==> config.mk <==
export PLATFORM = sky130hd
export DESIGN_NAME = li_expander_flat
export DESIGN_NICKNAME = d
export VERILOG_FILES = /design/src/rtl/li_expander_if.sv /design/src/rtl/li_expander.sv /design/src/flat_wrapper.sv
export SDC_FILE = /design/constraint.sdc
export NUM_CORES = 1
export LEC_CHECK = 0
export BUFFER_PORTS_ARGS = -buffer_cell sky130_fd_sc_hd__buf_4
export CAP_MARGIN = 20
export CORE_MARGIN = 2
export CORE_UTILIZATION = 53
export DETAILED_ROUTE_END_ITERATION = 6
export PLACE_DENSITY = 0.81
export REMOVE_ABC_BUFFERS = 1
export SETUP_SLACK_MARGIN = 0.02
export SLEW_MARGIN = 15
export SYNTH_ARGS = -nofsm -noshare
export SYNTH_HDL_FRONTEND = slang
export SYNTH_SLANG_ARGS = --single-unit
==> constraint.sdc <==
create_clock -name clk -period 4.8 [get_ports clk]
set_clock_uncertainty 0.05 [all_clocks]
set_input_delay 0.48 -clock clk [delete_from_list [all_inputs] [get_ports clk]]
set_output_delay 0.48 -clock clk [all_outputs]
set_load 0.03 [all_outputs]
==> src/rtl/li_expander_if.sv <==
// Request/response stream bundle for the load-immediate expander.
// master drives requests and consumes instructions; slave is the expander.
interface li_expander_if #(
  parameter int unsigned CNT_W = 16
);
  logic             in_valid;
  logic             in_ready;
  logic [4:0]       in_rd;
  logic [31:0]      in_value;
  logic             out_valid;
  logic             out_ready;
  logic [31:0]      out_inst;
  logic             out_last;
  logic [CNT_W-1:0] inst_count;

  modport master (
    output in_valid, in_rd, in_value, out_ready,
    input  in_ready, out_valid, out_inst, out_last, inst_count
  );

  modport slave (
    input  in_valid, in_rd, in_value, out_ready,
    output in_ready, out_valid, out_inst, out_last, inst_count
  );
endinterface

==> src/rtl/li_expander.sv <==
// Load-immediate expander: turns (rd, 32-bit constant) into the shortest
// RV32I sequence (ADDI, LUI, or LUI+ADDI) on a valid/ready output stream.
module li_expander #(
  parameter bit          NOP_ON_X0 = 1'b1,
  parameter int unsigned CNT_W     = 16
) (
  input  logic           clk,
  input  logic           rst,
  li_expander_if.slave   bus
);

  typedef enum logic [1:0] {StIdle, StEmit1, StEmit2} state_e;

  state_e           state_q;
  logic             out_valid_q;
  logic             out_last_q;
  logic [31:0]      out_inst_q;
  logic [31:0]      addi_q;
  logic [CNT_W-1:0] cnt_q;

  logic [11:0] lo;
  logic [19:0] hi;
  logic        fits;
  logic [31:0] first_word;
  logic [31:0] second_word;
  logic        two_words;
  logic        accept;
  logic        xfer;

  // Field derivation and case selection on the request currently offered.
  always_comb begin
    lo = bus.in_value[11:0];
    // Adding 0x800 carries into bit 12 exactly when bit 11 is set.
    hi = bus.in_value[31:12] + {19'd0, bus.in_value[11]};
    fits = (&bus.in_value[31:11]) | ~(|bus.in_value[31:11]);
    second_word = {lo, bus.in_rd, 3'b000, bus.in_rd, 7'b0010011};
    two_words = 1'b0;
    if (NOP_ON_X0 && (bus.in_rd == 5'd0)) begin
      first_word = 32'h0000_0013;
    end else if (fits) begin
      first_word = {lo, 5'd0, 3'b000, bus.in_rd, 7'b0010011};
    end else if (lo == 12'd0) begin
      first_word = {hi, bus.in_rd, 7'b0110111};
    end else begin
      first_word = {hi, bus.in_rd, 7'b0110111};
      two_words  = 1'b1;
    end
  end

  // Accept when idle, or when the final word of the current request leaves.
  always_comb begin
    bus.in_ready = (state_q == StIdle) || (out_valid_q && bus.out_ready && out_last_q);
    accept       = bus.in_valid && bus.in_ready;
    xfer         = out_valid_q && bus.out_ready;
  end

  // Sequencer with registered outputs and transfer counter.
  always_ff @(posedge clk) begin
    if (rst) begin
      state_q     <= StIdle;
      out_valid_q <= 1'b0;
      out_last_q  <= 1'b0;
      out_inst_q  <= 32'd0;
      addi_q      <= 32'd0;
      cnt_q       <= '0;
    end else begin
      if (xfer) begin
        cnt_q <= cnt_q + CNT_W'(1);
      end
      if (accept) begin
        state_q     <= StEmit1;
        out_valid_q <= 1'b1;
        out_inst_q  <= first_word;
        out_last_q  <= ~two_words;
        addi_q      <= second_word;
      end else if (xfer) begin
        if (!out_last_q) begin
          state_q    <= StEmit2;
          out_inst_q <= addi_q;
          out_last_q <= 1'b1;
        end else begin
          state_q     <= StIdle;
          out_valid_q <= 1'b0;
          out_last_q  <= 1'b0;
        end
      end
    end
  end

  assign bus.out_valid  = out_valid_q;
  assign bus.out_inst   = out_inst_q;
  assign bus.out_last   = out_last_q;
  assign bus.inst_count = cnt_q;

endmodule

==> src/flat_wrapper.sv <==
// flat-port wrapper written by rule: the top's interface ports become plain ports
module li_expander_flat 
#(
  parameter bit          NOP_ON_X0 = 1'b1,
  parameter int unsigned CNT_W     = 16
)
  (clk, rst, bus_in_valid, bus_in_rd, bus_in_value, bus_out_ready, bus_in_ready, bus_out_valid, bus_out_inst, bus_out_last, bus_inst_count);
  li_expander_if #(.CNT_W(CNT_W)) bus_i ();
  input  logic clk;
  input  logic rst;
  input wire logic [$bits(bus_i.in_valid)-1:0] bus_in_valid;
  input wire logic [$bits(bus_i.in_rd)-1:0] bus_in_rd;
  input wire logic [$bits(bus_i.in_value)-1:0] bus_in_value;
  input wire logic [$bits(bus_i.out_ready)-1:0] bus_out_ready;
  output wire logic [$bits(bus_i.in_ready)-1:0] bus_in_ready;
  output wire logic [$bits(bus_i.out_valid)-1:0] bus_out_valid;
  output wire logic [$bits(bus_i.out_inst)-1:0] bus_out_inst;
  output wire logic [$bits(bus_i.out_last)-1:0] bus_out_last;
  output wire logic [$bits(bus_i.inst_count)-1:0] bus_inst_count;
  assign bus_i.in_valid = bus_in_valid;
  assign bus_i.in_rd = bus_in_rd;
  assign bus_i.in_value = bus_in_value;
  assign bus_i.out_ready = bus_out_ready;
  assign bus_in_ready = bus_i.in_ready;
  assign bus_out_valid = bus_i.out_valid;
  assign bus_out_inst = bus_i.out_inst;
  assign bus_out_last = bus_i.out_last;
  assign bus_inst_count = bus_i.inst_count;
  li_expander #(.NOP_ON_X0(NOP_ON_X0), .CNT_W(CNT_W)) u_core (.clk(clk), .rst(rst), .bus(bus_i));
endmodule
# == After elaboration in Yosys (flattened, before gate mapping) ==
# Cells that the tools add are included.
# totals
out_inout_bits,51
in_bits,41
regBits,77
# op_classes
n_eq_ne,1
n_bitwise,3
muxes,17
n_reduce_logical,14
n_addsub,2
# op_table
op,count
32-bit two-way mux,5
21-bit AND reduction,1
21-bit OR reduction,1
20-bit by 1-bit adder with 20-bit output,1
"16-bit by 1-bit adder with 16-bit output, second input constant",1
12-bit zero test,1
1-bit two-way mux,11
5-bit zero test,1
2-bit AND reduction,2
2-bit nonzero test,2
1-bit logical AND,3
2-bit zero test,1
2-bit two-way mux,1
"2-bit != test, second input constant",1
1-bit NOT,2
2-bit OR reduction,1
1-bit logical OR,1
1-bit OR,1

# == Depth between registers and ports, before layout ==
# Gate-level depths: netlist of the first run.
# logic_depth
word_depth,7
ltp_mapped,9
mapped_depth_nobuf,8

# == Worst setup path after synthesis of the first run ==
# No wires, ideal clock.
# synth_timing
path_kind,flip-flop to flip-flop
startpoint,"reg u_core.out_last_q, in the netlist u_core.bus.out_last"
endpoint,"reg u_core.out_inst_q[15], in the netlist u_core.bus.out_inst[15]"
required_ns,4.672
n_path_buf,1
arrival_ns,1.833
stages_incl_launch_ff,8
setup_ns,0.078
setup_slack_ns,2.839
path_cell_list,dfxtp_1 > and3_1 > o21a_1 > buf_2 > o21ai_0 > nor3_2 > a221oi_1 > nor3_1
# synth_via
elab_chain_cells,5
# synth_rtl
element,line,text
"start, declared",li_expander.sv:16,logic out_last_q;
"start signal, assigned",li_expander.sv:74,out_last_q <= ~two_words;
1-bit logical AND,li_expander.sv:52,bus.in_ready = (state_q == StIdle) || (out_valid_q && bus.out_ready && out_last_q);
1-bit logical OR,li_expander.sv:52,
1-bit logical AND,li_expander.sv:53,accept = bus.in_valid && bus.in_ready;
2-bit != test (no source line) / 2-bit nonzero test (equally long branches),-,
2-bit AND reduction (no source line),-,
"end signal, assigned",li_expander.sv:73,out_inst_q <= first_word;
"end signal, assigned",li_expander.sv:79,out_inst_q <= addi_q;
"end, declared",li_expander.sv:17,logic [31:0] out_inst_q;
# Several ways; a longest one is shown, not always the timed one.
# A chain may end at the register's enable or synchronous reset.

# == Worst setup path after layout of the first run ==
# Ends and elaborated chain as after synthesis.

==> results of run 1 <==
worst paths after layout:
| kind | startpoint | endpoint | slack (ns) | cells past startpoint |
|---|---|---|---|---|
| max | u_core.bus.out_last | u_core.bus.out_inst[15] | 2.21 | 6 |
| min | bus_in_rd[4] | u_core.addi_q[19] | 0.36 | 3 |
| max reg2reg | u_core.bus.out_last | u_core.bus.out_inst[15] | 2.21 | 6 |
| min reg2reg | u_core.state_q[0] | u_core.state_q[0] | 0.41 | 2 |
synthesized netlist by cell type (2+ instances only):
master	number
nor2_1	56
o21ai_0	6
xor2_1	20
ha_1	4
buf_4	6
a221oi_1	5
clkbuf_1	15
and4_1	3
nand3_1	14
nor2_2	2
buf_1	2
or3_1	4
a31oi_1	2
a21oi_1	34
nor4_1	8
o211ai_1	3
xnor2_1	10
inv_1	3
dfxtp_1	65
nand4_1	7
a22oi_1	4
mux2i_1	10
a21o_1	3
o22ai_1	7
nand2_1	50
buf_2	3
and2_1	2
and3_1	5
a211oi_1	5
nor3_1	8
critical path, stage by stage, from the launching register on:
cell,delay (ns)
dfxtp_1,0.42
and3_1,0.27
o21a_1,0.58
o21ai_0,0.24
nor3_2,0.58
a221oi_1,0.18
nor3_1,0.19
metal layers:
layer | vias up | GRT usage, % | wire, µm
met5 | - | 0 | 0
met4 | 0 | 7.46 | 55
met3 | 6 | 4.67 | 481
met2 | 117 | 39.6 | 3730
met1 | 1407 | 32.9 | 3460
li1 | 1499 | - | -
registers in the layout, summed over array words and instances, names as in the netlist:
name,count
u_core.bus.out_valid,1
u_core.state_q,2
u_core.bus.out_last,1
u_core.bus.inst_count,16
u_core.bus.out_inst,27
u_core.addi_q,18
metrics by stage:
stage                     hold WS (ns)  instances  cell area, µm²
after detailed placement         0.403        526            3830
after global routing             0.372        542            4050
after global placement           0.397        526            3830
final                            0.364        542            4050
after CTS                        0.362        542            4050
after floorplan                  0.381        360            3040
cells by family (layout without fill, tap and decap cells):
group | count (synthesis) | in the layout | synth area share, %
AND/OR/NAND/NOR | 169 | 169 | 25.8
AO/OA/AOI/OAI | 77 | 77 | 15.6
flip-flops | 65 | 65 | 41.1
XOR/XNOR | 30 | 30 | 8.30
buffers and inverters | 30 | 110 | 4.42
multiplexers | 10 | 10 | 3.16
adder cells (fa/ha/maj) | 4 | 4 | 1.58
other | 1 | 2 | 0.118
cells in the final DEF, fill, tap and decap left out, types with 3 or more instances in the layout:
| master | synthesis | routed |
|---|---|---|
| a211oi_1 | 5 | 5 |
| a21o_1 | 3 | 3 |
| a21oi_1 | 34 | 34 |
| a221oi_1 | 5 | 5 |
| a22oi_1 | 4 | 3 |
| and3_1 | 5 | 5 |
| and4_1 | 3 | 3 |
| buf_4 | 6 | 91 |
| clkbuf_8 | 0 | 10 |
| dfxtp_1 | 65 | 65 |
| ha_1 | 4 | 4 |
| inv_1 | 3 | 3 |
| mux2i_1 | 10 | 10 |
| nand2_1 | 50 | 50 |
| nand3_1 | 14 | 14 |
| nand4_1 | 7 | 7 |
| nor2_1 | 56 | 56 |
| nor3_1 | 8 | 8 |
| nor4_1 | 8 | 8 |
| o211ai_1 | 3 | 3 |
| o21ai_0 | 6 | 5 |
| o22ai_1 | 7 | 7 |
| or3_1 | 4 | 4 |
| xnor2_1 | 10 | 10 |
| xor2_1 | 20 | 20 |
cell type report:
type / instances / area [µm²]
Clock inverter: 5 / 78.8
Sequential cell: 65 / 1300
Fill cell: 499 / 1800
Multi-Input combinational cell: 292 / 1740
Tap cell: 75 / 93.8
Timing Repair Buffer: 91 / 683
Clock buffer: 11 / 141
Inverter: 3 / 11.3
power by group:
group          total [W]  switching, W  internal (W)
registers       0.000600     0.0000224      0.000578
clock network   0.000512      0.000206      0.000306
logic           0.000291      0.000181      0.000111
==> results by group, run 1 <==
Run status
  – Status: finished clean

Die
  – Starting Density: 54.1%
  – DIE HEIGHT: 81.3 µm
  – Die X: 81.3 µm
  – Num ports: 92
  – DIE AREA: 6610 µm²
  – Core area: 5850 µm²
  – Num rows: 28

Power
  – P_leak: 1.73 nW
  – Overall power: 0.00140 W
  – Peak supply drop: 0.000190 V
  – P per Cell Area: 347 nW/µm²

Logic synthesis
  – Yosys synthesis warning count: 0
  – Most used DFF post-synth: dfxtp_1
  – Syn Area/Cell: 8.20 µm²
  – Number of synthesized flops with an enable pin: 0
  – Synthesis-stage register bit count: 65
  – Ranking of synthesized cells by area: dfxtp_1 (41%), nor2_1 (6.6%), nand2_1 (5.9%), xor2_1 (5.5%), a21oi_1 (5.4%)
  – Top cell type's share of synthesized area: 41.1%
  – Sequential element share of the synthesized area: 41.1%
  – Post-synth ARST share: 0%
  – Post-Synthesis Cells: 386
  – Post-synthesis cell type with the largest combined area: dfxtp_1
  – Synth Cell Area: 3170 µm²
  – Yosys cell types: 50

Route
  – Vias: 3,029
  – Routed len/inst: 14.3 µm
  – Starting DRT DRC Count: 169
  – First-pass DRT Iterations: 5
  – Post-DRT Antenna Nets: 0
  – Drt drc: 0
  – Drt total wl: 7.73 mm
  – Vias per cell: 5.59

Timing
  – Setup TNS: 0 ns
  – Final setup viols: 0
  – Fin. max-slew vios: 0
  – Min Tclk post-route: 2.59 ns
  – Final worst slack: 2.21 ns
  – Rel. slew slack: 45.7%
  – Setup repair after global routing missed its margin: no
  – Worst-margin pin slew: 0.815 ns
  – Max frequency: 386 MHz
  – Period Utilization, post-route: 54.0%
  – Final Hold Viols: 0

Setup path
  – CP endpoint kind: flip-flop
  – Required time at the worst-slack endpoint: 5.00 ns
  – WS Path Type: reg -> reg
  – Worst setup SP type: flip-flop
  – Worst EP arrival: 2.79 ns
  – Crit-path max FO: 19

Global route
  – GRT Overall Usage: 24.4%
  – Largest net degree at the start of global routing: 67
  – Vias in the first global route: 2,751
  – GR Overflow Total: 0
  – Initial antenna violation count: 0
  – First-pass GRT wire length: 12.7 mm

Clock network
  – Postcts setup bufs: 0
  – CTS tree: built
  – Clock Latency Late Sink: 0.33 ns
  – Hold_buf cts: 0
  – Clock transition at path regs: 0.07 ns
  – CTS Root Cell: clkbuf_8
  – CTS Sinks: 65
  – CTS Buffer Depth: 2
  – CTS buffer count: 9
  – H-tree levels: 3
  – Post-cts sizing count: 0

Final layout
  – Share of post-route cells with drive strength above 1: 25.3%
  – Diodes inserted: 0
  – Post-layout util: 69.2%
  – Area growth syn-to-layout: 27.8%
  – Final #Nets: 507

Place
  – GP Congestion: 0.863
  – Quantity of I/O buffers inserted on ports: 89
  – DP HPWL: 5.58 mm
  – Setup Slack @ Placement: 2.12 ns

Flow run
  – Max-cap violations: 0

Min path
  – HP Class: in -> reg
(Power assumes the default switching activity.)
==> run 2, diff against run 1 <==
--- a/config.mk
+++ b/config.mk
@@ -5,12 +5,13 @@
 export SDC_FILE = /design/constraint.sdc
 export NUM_CORES = 1
 export LEC_CHECK = 0
+export ABC_AREA = 1
 export BUFFER_PORTS_ARGS = -buffer_cell sky130_fd_sc_hd__buf_4
 export CAP_MARGIN = 20
 export CORE_MARGIN = 2
-export CORE_UTILIZATION = 53
+export CORE_UTILIZATION = 48
 export DETAILED_ROUTE_END_ITERATION = 6
-export PLACE_DENSITY = 0.81
+export PLACE_DENSITY = 0.76
 export REMOVE_ABC_BUFFERS = 1
 export SETUP_SLACK_MARGIN = 0.02
 export SLEW_MARGIN = 15
==> constraint.sdc (replaced) <==
create_clock -name clk -period 2.21 [get_ports clk]
set_clock_uncertainty 0.05 [all_clocks]
set_input_delay 0.221 -clock clk [delete_from_list [all_inputs] [get_ports clk]]
set_output_delay 0.221 -clock clk [all_outputs]
set_load 0.03 [all_outputs]
==> results by group, run 2 <==
Setup path
  – Reg-to-reg slack, setup: 0.41 ns (-1.80 ns)
  – R2r endpoint: u_core.bus.out_inst[17]
  – Required time at the worst-slack endpoint: 2.44 ns (-2.56 ns)
  – Reg-to-reg critical path startpoint: u_core.bus.out_valid
  – Worst setup SP type: flip-flop
  – R2R depth: 9 (+3)
  – CP endpoint kind: flip-flop
  – WS Path Type: reg -> reg
  – Crit-path max FO: 20 (+1)
  – Worst EP arrival: 2.03 ns (-0.76 ns)

Min path
  – HP Class: in -> reg
  – Worst Hold End: u_core.addi_q[27]
  – Hold Path Stages: 3 (unchanged)
  – Min-delay src: bus_in_value[7]

Clock network
  – CTS Sinks: 65 (unchanged)
  – Postcts setup bufs: 0 (unchanged)
  – CTS tree: built
  – CTS Root Cell: clkbuf_8
  – Clock Latency Late Sink: 0.34 ns (about the same)
  – CTS Buffer Depth: 2 (unchanged)
  – Clock transition at path regs: 0.08 ns (about the same)
  – CTS buffer count: 9 (unchanged)
  – H-tree levels: 3 (unchanged)
  – Hold_buf cts: 0 (unchanged)
  – Post-cts sizing count: 0 (unchanged)

Final layout
  – Most frequent cells in the layout: nand2_1 (123), buf_4 (94), dfxtp_1 (65), nor2_1 (54), inv_1 (47)
  – Most common cell after layout, fill and taps aside: nand2_1
  – Diodes inserted: 0 (unchanged)
  – Share of post-route cells with drive strength above 1: 24.5% (-0.76 points)
  – Area growth syn-to-layout: 25.3%
  – Number of flip-flops in the largest register: 27 (unchanged)
  – Post-layout util: 62.0% (-7.2 points)
  – Cell area after layout: 4500 µm² (+11%)
  – Final #Nets: 648 (+28%)

Power
  – P_leak: 2.00 nW (+16%)
  – Peak supply drop: 0.000324 V (+71%)
  – P per Cell Area: 694 nW/µm² (+100%)

Logic synthesis
  – Most common cell in the synthesized netlist: nand2_1
  – Most used DFF post-synth: dfxtp_1
  – Post-synth ARST share: 0% (unchanged)
  – Synthesis-stage register bit count: 65 (unchanged)
  – Number of synthesized flops with an enable pin: 0 (unchanged)
  – Sequential element share of the synthesized area: 36.2% (-4.8 points)
  – Top cell type's share of synthesized area: 36.2% (-4.8 points)
  – Yosys synthesis warning count: 0 (unchanged)
  – Yosys cell types: 40 (-20%)
  – Post-synthesis cell type with the largest combined area: dfxtp_1
  – Post-Synthesis Cells: 520 (+35%)
  – Synth Cell Area: 3590 µm² (+13%)
  – Syn Area/Cell: 6.90 µm² (-16%)
  – Ranking of synthesized cells by area: dfxtp_1 (36%), nand2_1 (13%), a21oi_1 (6.0%), nor2_1 (5.6%), inv_1 (4.9%)
  – Synth cell count leaders: nand2_1 (123), dfxtp_1 (65), nor2_1 (54), inv_1 (47), a21oi_1 (43)

Die
  – DIE HEIGHT: 90.5 µm (+11%)
  – Core area: 7250 µm² (+24%)
  – Starting Density: 49.5% (-4.6 points)
  – Die X: 90.5 µm (+11%)
  – Num rows: 31 (+11%)
  – Num ports: 92 (unchanged)
  – DIE AREA: 8190 µm² (+24%)

Flow run
  – Max-cap violations: 0 (unchanged)

Route
  – Routed len/inst: 13.2 µm (-7.4%)
  – Starting DRT DRC Count: 210 (+24%)
  – Vias: 3,657 (+21%)
  – Met2 wire length: 4.44 mm (+19%)
  – Drt total wl: 9.34 mm (+21%)
  – Met1 WL: 4.17 mm (+20%)
  – Highest Signal Layer: met4
  – WL met3: 560 µm (+16%)
  – First-pass DRT Iterations: 6 (+1)
  – Drt drc: 0 (unchanged)
  – Vias per cell: 5.17 (-7.4%)
  – Post-DRT Antenna Nets: 0 (unchanged)

Timing
  – Period Utilization, post-route: 81.6% (+28 points)
  – Min Tclk post-route: 1.80 ns (-0.788 ns)
  – Final Hold Viols: 0 (unchanged)
  – Setup repair after global routing missed its margin: no
  – Setup TNS: 0 ns (unchanged)
  – Fin. max-slew vios: 0 (unchanged)
  – Final worst slack: 0.406 ns (-1.80 ns)
  – Final setup viols: 0 (unchanged)
  – Max frequency: 554 MHz (+44%)

Global route
  – GR Overflow Total: 0 (unchanged)
  – First-pass GRT wire length: 15.7 mm (+24%)
  – GRT Overall Usage: 23.5% (-0.96 points)
  – Vias in the first global route: 3,367 (+22%)
  – Initial antenna violation count: 0 (unchanged)
  – Largest net degree at the start of global routing: 37 (-45%)

Place
  – GP Congestion: 0.926 (+7.3%)
  – Setup Slack @ Placement: 0.387 ns (-1.74 ns)
  – Placement Cell Area: 4290 µm² (+12%)
  – Quantity of I/O buffers inserted on ports: 89 (unchanged)
  – DP HPWL: 7.10 mm (+27%)

Run status
  – Status: finished clean
[run 2: cell types whose count changed in the layout (fill, tap and decap cells not counted), moves of 9 or more]
cell,before,now
a21oi_1,34,43
a21oi_2,0,15
inv_1,3,47
mux2i_1,10,0
nand2_1,50,123
nand3_1,14,28
o21ai_0,5,32
o21ai_1,0,12
xor2_1,20,11
[run 2: critical path: stages (launching register included)]
cell	delay, ns
dfxtp_1	0.39
nand2_4	0.15
inv_4	0.11
nand2_2	0.08
o21ai_4	0.09
nand2_4	0.13
o21ai_4	0.20
buf_4	0.30
o21ai_0	0.11
a21oi_1	0.13
[run 2: logic make-up after synthesis]
kind of cell | after synthesis | share of synthesized area, %
adder cells (fa/ha/maj) | 4 | 1.39
flip-flops | 65 | 36.2
buffers and inverters | 74 | 9.31
XOR/XNOR | 15 | 3.66
other | 1 | 0.104
AO/OA/AOI/OAI | 113 | 18.5
AND/OR/NAND/NOR | 248 | 30.8
[run 2: cell type report]
cell class,count,area (µm²)
Clock inverter,5,61.3
Clock buffer,11,151
Sequential cell,65,1300
Fill cell,687,2760
Inverter,51,196
Tap cell,99,124
Multi-Input combinational cell,382,1960
Timing Repair Buffer,94,706
[run 2: worst max-delay path by stage]
stage | from | to | cells after the start
final | u_core.bus.out_valid | u_core.bus.out_inst[17] | 9
after global routing | u_core.bus.out_valid | u_core.bus.out_inst[19] | 9
after CTS | u_core.bus.out_valid | u_core.bus.out_inst[17] | 9
after detailed placement | bus_in_value[11] | u_core.bus.out_inst[30] | 13
after global placement | bus_in_value[11] | u_core.bus.out_inst[30] | 13
after floorplan | u_core.bus.out_valid | u_core.bus.out_inst[22] | 9
[run 2: power breakdown]
group	switching, W	internal, W	total [W]	leakage, nW
Clock	0.000486	0.000591	0.00108	0.110
Combinational	0.000464	0.000259	0.000723	1.36
Sequential	0.0000619	0.00126	0.00132	0.533
Total	0.00101	0.00211	0.00312	2.00
[run 2: per-layer routing]
metal  global-route usage, %  up-vias
met3                    5.43       14
li1                        -     1852
met1                    30.7     1672
met2                    38.4      119
met5                       0        -
met4                    7.31        0
[run 2: stage by stage]
stage	power (W)	hold slack, ns	instances
global placement	0.00206	0.415	691
floorplan	0.00177	0.240	498
finish	0.00312	0.111	707
global route	0.00327	0.106	707
detailed placement	0.00207	0.418	691
CTS	0.00314	0.0999	707
